$ cat src/rtl/quad_step_decoder.sv
// Quadrature A/B decoder: synchronises the encoder phases, decodes Gray-code
// steps into a wrapping up/down position counter and flags illegal jumps.
module quad_step_decoder #(
    parameter int unsigned CNT_WIDTH   = 8,
    parameter int unsigned SYNC_STAGES = 2
) (
    input  logic                 clk,
    input  logic                 reset,
    input  logic                 quad_a,
    input  logic                 quad_b,
    input  logic                 load_en,
    input  logic [CNT_WIDTH-1:0] counter_in,
    input  logic                 clr_err,
    output logic [CNT_WIDTH-1:0] counter_out,
    output logic                 dir,
    output logic                 step_pulse,
    output logic                 err_pulse,
    output logic                 err_flag
);

    localparam int unsigned ARM_W = $clog2(SYNC_STAGES + 2);
    localparam logic [ARM_W-1:0] ARM_INIT = ARM_W'(SYNC_STAGES + 1);

    logic [SYNC_STAGES-1:0] sync_a;
    logic [SYNC_STAGES-1:0] sync_b;
    logic [1:0]             cur_ab;
    logic [1:0]             prev_ab;
    logic [ARM_W-1:0]       arm_cnt;

    logic                   step_up;
    logic                   step_down;
    logic                   illegal;
    logic [CNT_WIDTH-1:0]   counter_nxt;
    logic                   dir_nxt;
    logic                   err_flag_nxt;

    assign cur_ab = {sync_a[SYNC_STAGES-1], sync_b[SYNC_STAGES-1]};

    // Gray-code transition decode; suppressed until the arm counter drains
    always_comb begin
        step_up   = 1'b0;
        step_down = 1'b0;
        illegal   = 1'b0;
        if (arm_cnt == '0) begin
            case ({prev_ab, cur_ab})
                4'b00_10, 4'b10_11, 4'b11_01, 4'b01_00: step_up   = 1'b1;
                4'b00_01, 4'b01_11, 4'b11_10, 4'b10_00: step_down = 1'b1;
                4'b00_11, 4'b11_00, 4'b10_01, 4'b01_10: illegal   = 1'b1;
                default: ;
            endcase
        end
    end

    // Next counter/direction/error state; load beats a step, error set beats clear
    always_comb begin
        counter_nxt  = counter_out;
        dir_nxt      = dir;
        err_flag_nxt = err_flag;

        if (load_en) begin
            counter_nxt = counter_in;
        end else if (step_up) begin
            counter_nxt = counter_out + CNT_WIDTH'(1);
        end else if (step_down) begin
            counter_nxt = counter_out - CNT_WIDTH'(1);
        end

        if (step_up) begin
            dir_nxt = 1'b1;
        end else if (step_down) begin
            dir_nxt = 1'b0;
        end

        if (illegal) begin
            err_flag_nxt = 1'b1;
        end else if (clr_err) begin
            err_flag_nxt = 1'b0;
        end
    end

    always_ff @(posedge clk) begin
        if (reset) begin
            sync_a      <= '0;
            sync_b      <= '0;
            prev_ab     <= 2'b00;
            arm_cnt     <= ARM_INIT;
            counter_out <= '0;
            dir         <= 1'b1;
            step_pulse  <= 1'b0;
            err_pulse   <= 1'b0;
            err_flag    <= 1'b0;
        end else begin
            sync_a      <= {sync_a[SYNC_STAGES-2:0], quad_a};
            sync_b      <= {sync_b[SYNC_STAGES-2:0], quad_b};
            prev_ab     <= cur_ab;
            if (arm_cnt != '0) begin
                arm_cnt <= arm_cnt - ARM_W'(1);
            end
            counter_out <= counter_nxt;
            dir         <= dir_nxt;
            step_pulse  <= step_up | step_down;
            err_pulse   <= illegal;
            err_flag    <= err_flag_nxt;
        end
    end

endmodule

$ cat config.mk
export PLATFORM = sky130hd
export DESIGN_NAME = quad_step_decoder
export DESIGN_NICKNAME = d
export VERILOG_FILES = /design/src/rtl/quad_step_decoder.sv
export SDC_FILE = /design/constraint.sdc
export NUM_CORES = 1
export LEC_CHECK = 0
export CORE_MARGIN = 10
export CORE_UTILIZATION = 53
export CTS_CLUSTER_DIAMETER = 40
export CTS_CLUSTER_SIZE = 14
export DETAILED_ROUTE_END_ITERATION = 8
export PLACE_DENSITY = 0.94
export SLEW_MARGIN = 15
export SYNTH_ARGS = -nofsm -noshare
export SYNTH_HDL_FRONTEND = slang
export SYNTH_SLANG_ARGS = --single-unit
$ cat constraint.sdc
create_clock -name clk -period 5.8 [get_ports clk]
set_input_delay 1.16 -clock clk [delete_from_list [all_inputs] [get_ports clk]]
set_output_delay 1.16 -clock clk [all_outputs]
set_load 0.01 [all_outputs]
==> results.sh <==
export IMPL_power_density_mw_per_mm2=247
export IMPL_drc=0
export IMPL_synth_distinct_cells=36
export IMPL_multi_input_comb_area_sq_um=688
export IMPL_yosysTopAreaCellShare=0.349
export IMPL_overflow=0
export IMPL_cts_max_level=1
export IMPL_start_util=0.572
export IMPL_syn_inst=125
export IMPL_top_layer_used="met4"
export IMPL_setup_violations=0
export IMPL_worstSkewPairLatency_ps=310
export IMPL_tns_ps=0
export IMPL_syn_nets=148
export IMPL_power_total_mw=0.360
export IMPL_cts_sinks=20
export IMPL_r2r_cells=9
export IMPL_n_fill_cell=141
export IMPL_vdd_drop_max_uv=202
export IMPL_antenna_found_initial=0
export IMPL_postCtsSetupRepairBufs=0
export IMPL_post_dp_hpwl_um=2180
export IMPL_regArea_sq_um=400
export IMPL_drt_first_pass_iters=4
export IMPL_fp_dieW_um=66.5
export IMPL_layout_commonest_cell="clkdlybuf4s50_1"
export IMPL_viasPerCell=5.62
export IMPL_critical_path_class="reg -> reg"
export IMPL_hp_class="reg -> reg"
export IMPL_postCtsHoldBufs=0
export IMPL_row_count=16
export IMPL_ys_warn_count=0
export IMPL_holdPathStages=1
export IMPL_cp_max_fo=9
export IMPL_diodes=0
export IMPL_cts_buffers_inserted=3
export IMPL_die_h_um=66.5
export IMPL_avgSynthCellArea_sq_um=9.17
export IMPL_min_period_ps=2890
export IMPL_fin_nets=174
export IMPL_dr_first_iter_drc_count=61
export IMPL_ant_nets=0
export IMPL_core_sq_mm=0.00200
export IMPL_clk_pin_slew_ps=110
export IMPL_worstPathRequired_ps=5970
export IMPL_layout_cells_non_filler=177
export IMPL_ctsResizeCount=0
export IMPL_die_area_sq_mm=0.00442
export IMPL_netlist_top_cells_area="dfxtp_1 (35%), ha_1 (8.7%), a21oi_1 (5.2%)"
export IMPL_cp_start_kind="register"
export IMPL_wl_met2_um=1420
export IMPL_syn_cell_area_sq_mm=0.00115
export IMPL_dp_cells=173
export IMPL_fin_skew_ps=1.89
export IMPL_routed_wl_met3_um=256
export IMPL_design_portCount=26
export IMPL_fin_crit_sh=0.498
export IMPL_fin_util=0.729
export IMPL_relSlewSlack=0.524
export IMPL_wire_per_inst_um=16.0
export IMPL_critical_path_arrival_ps=3060
export IMPL_seq_area_frac_synth=0.349
export IMPL_cts_path_max_buffers=2
export IMPL_grt_max_degree=17
export IMPL_max_clock_freq_mhz=346
export IMPL_cts_tree="built"
export IMPL_slew_violations=0
export IMPL_yosysTopAreaCell="dfxtp_1"
export IMPL_wl_um=2840
export IMPL_critPathCaptureType="register"
export IMPL_cap_violations=0
export IMPL_drive_gt1_frac=0.100
export IMPL_synth_seq_cells=20
export IMPL_io_buffers=25
export IMPL_tightest_slew_ps=712
export IMPL_grt_pass1_wl_um=4730
export IMPL_globalplace_congestion=0.861
export IMPL_m1WireLength_um=1070
export IMPL_grt_pass1_vias=1046
export IMPL_rsz0062_at_grt="false"
export IMPL_p_leak_nw=0.624
export IMPL_synthToLayoutAreaGrowth_pct=27.3
export IMPL_vias=994
export IMPL_outcome="finished, final reports clean"
export IMPL_timing_final_hold_violations=0
export IMPL_layout_common_cells="clkdlybuf4s50_1 (25), dfxtp_1 (20), nand2_1 (14), a21oi_1 (12)"
export IMPL_cts_root_buf="clkbuf_4"
export IMPL_grt_use_total=0.138
## state kept, by name, indices dropped and copies added (netlist names)
| name | flops |
|---|---|
| counter_out | 8 |
| arm_cnt | 2 |
| prev_ab | 2 |
| sync_a | 2 |
| sync_b | 2 |
| dir | 1 |
| err_flag | 1 |
| err_pulse | 1 |
| step_pulse | 1 |
## critical path: stages, from the launching register on
cell      delay (ps)
dfxtp_1          330
inv_1             60
ha_1             310
nand3_1          410
fa_1             560
a21o_1           180
a21oi_1          310
nor4_1            90
o41ai_1          410
a221oi_2          90
## area by class of cell
| class | instances | share of cell area |
|---|---|---|
| clock buffers | 3 | 0.0154 |
| clock inverters | 1 | 0.0206 |
| inverters | 9 | 0.0232 |
| multi-input cells | 92 | 0.472 |
| flip-flops and latches | 20 | 0.274 |
| well taps | 27 | 0.0232 |
| repair buffers | 25 | 0.172 |
## layer usage
metal | global-route usage | vias to the layer above
met1 | 0.146 | 448
met5 | 0 | -
met4 | 0.0497 | 0
met2 | 0.240 | 49
li1 | - | 482
met3 | 0.0552 | 15
## final timing paths
check                           startpoint  slack [ps]        endpoint
worst min register to register   sync_a[0]         460       sync_a[1]
worst max-delay path            arm_cnt[0]        2910  counter_out[6]
worst max register to register  arm_cnt[0]        2910  counter_out[6]
worst min-delay path             sync_a[0]         460       sync_a[1]
## report_power, final
group	leakage [nW]	internal, mW	switching (mW)	total (mW)
combinational	0.431	0.0458	0.0453	0.0911
sequential	0.165	0.147	0.00759	0.155
clock	0.0279	0.0699	0.0446	0.115
total	0.624	0.263	0.0975	0.360
## cell usage after synthesis (all sizes together)
cell / n
a311oi: 2
a211oi: 1
a221oi: 3
inv: 8
a32oi: 1
clkbuf: 2
nand2b: 1
ha: 8
and4: 1
nor3: 1
and2: 1
o41ai: 1
buf: 2
nand2: 14
xnor2: 7
nand3b: 1
and3: 1
nand3: 4
dfxtp: 20
a21o: 3
o211a: 1
a21oi: 12
nor4: 1
o211ai: 1
clkinv: 1
fa: 1
xor2: 5
mux2: 1
o21ai: 5
nor2b: 7
nor2: 8
## metrics by stage
step | hold slack (ps) | setup WS (ps) | instance area, sq um
after global routing | 479 | 2620 | 1460
after floorplan | 414 | 3220 | 1150
after CTS | 466 | 2930 | 1460
after global placement | 429 | 2880 | 1410
after detailed placement | 440 | 2820 | 1410
final | 463 | 2910 | 1460
## logic make-up after synthesis
logic type	count (synthesis)	synth area share
simple gates	40	0.168
flops	20	0.349
fa+ha+maj	9	0.105
mux	1	0.00982
xor+xnor	12	0.118
buf+inv	13	0.0502
compound gates	30	0.200
Note: power is estimated with default switching activity, not from simulation.
